--- src/rtl/add_minus.sv ---
// Registered two's-complement adder/subtractor with carry and overflow flags.
// m=0 computes A + B; m=1 computes A - B as A + ~B + 1 through a ripple chain.
module add_minus #(
  parameter int unsigned WIDTH = 4
) (
  input  logic             clk,
  input  logic             rst,
  input  logic [WIDTH-1:0] A,
  input  logic [WIDTH-1:0] B,
  input  logic             m,
  output logic [WIDTH-1:0] S,
  output logic             c,
  output logic             v
);

  // Effective B operand, ripple carries and raw sum of the chain.
  logic [WIDTH-1:0] b_eff;
  logic [WIDTH:0]   cy;
  logic [WIDTH-1:0] sum;

  // Subtract is add with inverted B and a carry-in of one.
  assign cy[0] = m;

  for (genvar i = 0; i < WIDTH; i++) begin : g_fa
    // One full adder stage of the ripple chain.
    assign b_eff[i]  = B[i] ^ m;
    assign sum[i]    = A[i] ^ b_eff[i] ^ cy[i];
    assign cy[i+1]   = (A[i] & b_eff[i]) | (cy[i] & (A[i] ^ b_eff[i]));
  end

  // Output registers: load result and flags each edge, clear asynchronously on reset.
  always_ff @(posedge clk or posedge rst) begin
    if (rst) begin
      S <= '0;
      c <= 1'b0;
      v <= 1'b0;
    end else begin
      S <= sum;
      c <= cy[WIDTH];
      v <= cy[WIDTH] ^ cy[WIDTH-1];
    end
  end

endmodule

--- config.mk ---
export PLATFORM = sky130hd
export DESIGN_NAME = add_minus
export DESIGN_NICKNAME = d
export VERILOG_FILES = /design/src/rtl/add_minus.sv
export SDC_FILE = /design/constraint.sdc
export NUM_CORES = 1
export LEC_CHECK = 0
export CORE_AREA = 2 2 39 41
export DETAILED_ROUTE_END_ITERATION = 12
export DIE_AREA = 0 0 41 43
export GPL_ROUTABILITY_DRIVEN = 0
export PLACE_DENSITY = 0.5
export REMOVE_ABC_BUFFERS = 1
export SLEW_MARGIN = 0
export SYNTH_ARGS = -nofsm -noshare
export SYNTH_HDL_FRONTEND = slang
export SYNTH_SLANG_ARGS = --single-unit
--- constraint.sdc ---
create_clock -name clk -period 1.5 [get_ports clk]
set_clock_uncertainty 0.1 [all_clocks]
set_input_delay 0.45 -clock clk [delete_from_list [all_inputs] [get_ports clk]]
set_output_delay 0.45 -clock clk [all_outputs]
set_load 0.02 [all_outputs]
==> key figures <==
Status
  – Outcome: finished, violations left
  – Violated checks: setup timing

Worst setup path
  – Crit path largest cell delay: 360 ps
  – Critical-path cell list: buf_6, mux2_4, fa_2, inv_2, fa_2, inv_2, fa_2, xnor2_2
  – Worst Path Arrival: 2020 ps
  – WP data required: 1520 ps
  – CP startpoint kind: input pin
  – Crit Path Max Fanout: 2
  – Most used cell, CP: fa_2
  – CP endpoint kind: flop
  – Slowest-stage cell, CP: fa_2
  – Kind of critical path: in -> reg

Synth
  – Yosys reg bits: 6
  – Syn Area/Cell: 14.20 µm²
  – Syn. warnings: 0
  – Mapped cell area: 284.0 µm²
  – Mapped Cells: 20
  – Seq/Total Area, Yosys: 52.86%
  – Synth unique cells: 6

Drt
  – Vias: 221
  – DRT iter0 DRCs: 0
  – Drt first pass iters: 1
  – DRC Markers: 0
  – Vias per cell: 3.683
  – Post-DRT Antenna Nets: 0
  – Total Wirelength: 556 µm
  – WL/cell: 9.267 µm

Clock tree
  – Max clock buf depth: 2
  – Clk root buf: clkbuf_4
  – TritonCTS Sinks: 6
  – Clock transition at the registers of the reported paths: 40 ps
  – CTS tree: yes
  – H-tree lvl count: 1
  – Num CTS Buffers: 3

Timing
  – Highest Clock Rate: 0.4997 GHz
  – Worst Setup Slack, final: -501.0 ps
  – Fin. Hold Viols: 0
  – Slew headroom: 82.41%
  – Final period util: 133.4%
  – Setup Viol. Count Final: 4
  – Worst-Margin Slew: 261.9 ps
  – RSZ-0062 raised after global routing: yes
  – Min Tclk post-route: 2001 ps
  – Max-slew violation count: 0

Floorplan
  – Die area: 0.001763 mm²
  – I/O Pins: 17
  – CORE AREA: 0.001384 mm²
  – Die Wd: 41 µm
  – Starting Density: 20.52%
  – Rows: 14
  – Die Ht: 43 µm

GRT
  – Gr usage total: 8.832%
  – Gr ovfl total: 0
  – First-pass GRT wire length: 917 µm
  – Initial antenna violation count: 0
  – Largest net degree at the start of global routing: 7
  – Vias in the first global route: 234

Job
  – Max-cap viol count: 0

Hold path
  – HP Class: in -> async

Power
  – Fraction of power spent switching nets: 29.00%
  – Comb pwr share: 38.0%
  – Peak VDD IR: 0.2745 mV
  – Reg power frac: 36.8%
  – Internal: 0.3915 mW
  – Leak: 0.2584 nW
  – PwrDens: 1037 mW/mm²
  – Clock power share: 25.2%
  – P_sw: 0.1599 mW

Layout
  – Diode count: 0
  – Fin cells: 60
  – Nets@finish: 60
  – Share of post-route cells with drive strength above 1: 43.18%
  – Post-Route Utilization: 38.43%
  – Area Growth Syn to Fin: 87.22%

Placed design
  – IO Port Bufs: 16
  – Cells after DPL: 56
-- power by group through the flow --
stage / logic [mW] / registers, mW / clock network [mW]
global placement: 0.211 / 0.207 / 0
finish: 0.209 / 0.203 / 0.139
floorplan: 0.0445 / 0.256 / 0
global route: 0.232 / 0.205 / 0.167
CTS: 0.196 / 0.204 / 0.147
detailed placement: 0.215 / 0.208 / 0
-- cell type report --
type	count	area [µm²]
Fill cell	149	852.1
Timing Repair Buffer	21	186.4
Sequential cell	6	150.1
Multi-Input combinational cell	9	133.9
Clock buffer	3	22.52
Tap cell	16	20.02
Inverter	5	18.77
-- flip-flops by register name (all words and copies together) (netlist names) --
| register | flops |
|---|---|
| v | 1 |
| S | 4 |
| c | 1 |
-- stage by stage --
stage          hold slack, ps  worst slack [ps]  setup TNS, ps  instance area, µm²  power, mW
6_report                327.8            -501.0          -1500               531.8     0.5514
5_1_grt                 342.7            -529.0          -1592               531.8     0.6041
4_1_cts                 326.4            -532.1          -1596               516.7     0.5465
3_5_place_dp            577.6             -1259          -4887               494.2     0.4226
3_3_place_gp            570.8             -1208          -4665               494.2     0.4182
2_1_floorplan           141.0            -653.5          -2055               284.0     0.3001
-- critical path: cells and delay by family --
| kind | cells | cell delay (ps) |
|---|---|---|
| xor gates and xnor gates | 1 | 140 |
| adders and majority gates | 3 | 930 |
| buffers and inverters | 3 | 190 |
| muxes | 1 | 300 |
-- kinds of logic after synthesis --
kind of cell,count (synthesis),share of synthesized area [%]
XOR/XNOR,5,15.42
adder cells (fa/ha/maj),3,21.15
buffers and inverters,5,6.609
flip-flops,6,52.86
multiplexers,1,3.964
-- how the worst max path moves through the flow --
stage                     startpoint  end  slack [ps]  cells past startpoint
final                           B[0]    v        -500                      8
after global routing            B[0]    v        -530                      8
after CTS                       B[0]    v        -530                      8
after detailed placement        B[0]    v       -1260                      8
after global placement          B[0]    v       -1210                      8
after floorplan                 B[0]    v        -650                      7
-- synthesized netlist by cell type --
cell	number	share of area, %
dfrtp_1	6	53
inv_1	5	6.6
fa_1	3	21
xor2_1	3	9.3
xnor2_1	2	6.2
mux2_2	1	4.0
-- placed cells by master, fill, tap and decap left out --
master	n
buf_2	1
buf_4	5
buf_6	2
clkbuf_4	3
clkdlybuf4s15_1	1
clkdlybuf4s50_1	5
dfrtp_1	6
dlygate4sd2_1	7
fa_2	3
inv_1	2
inv_2	3
mux2_4	1
xnor2_1	1
xnor2_2	1
xor2_1	3
-- per-layer routing --
| metal | global-route usage (%) | part of all wire [%] | vias to the layer above |
|---|---|---|---|
| met2 | 13.44 | 56 | 17 |
| met5 | 0 | 0 | - |
| met4 | 10.00 | 0 | 0 |
| li1 | - | - | 104 |
| met1 | 7.667 | 29 | 100 |
| met3 | 3.141 | 15 | 0 |
-- timing repair --
item	4_1_cts	5_1_grt
buffers inserted	0	1
resized for setup	29	2
pin swaps	5	2
setup endpoints to repair	11	4
hold buffers	0	0
(Power assumes the default switching activity.)
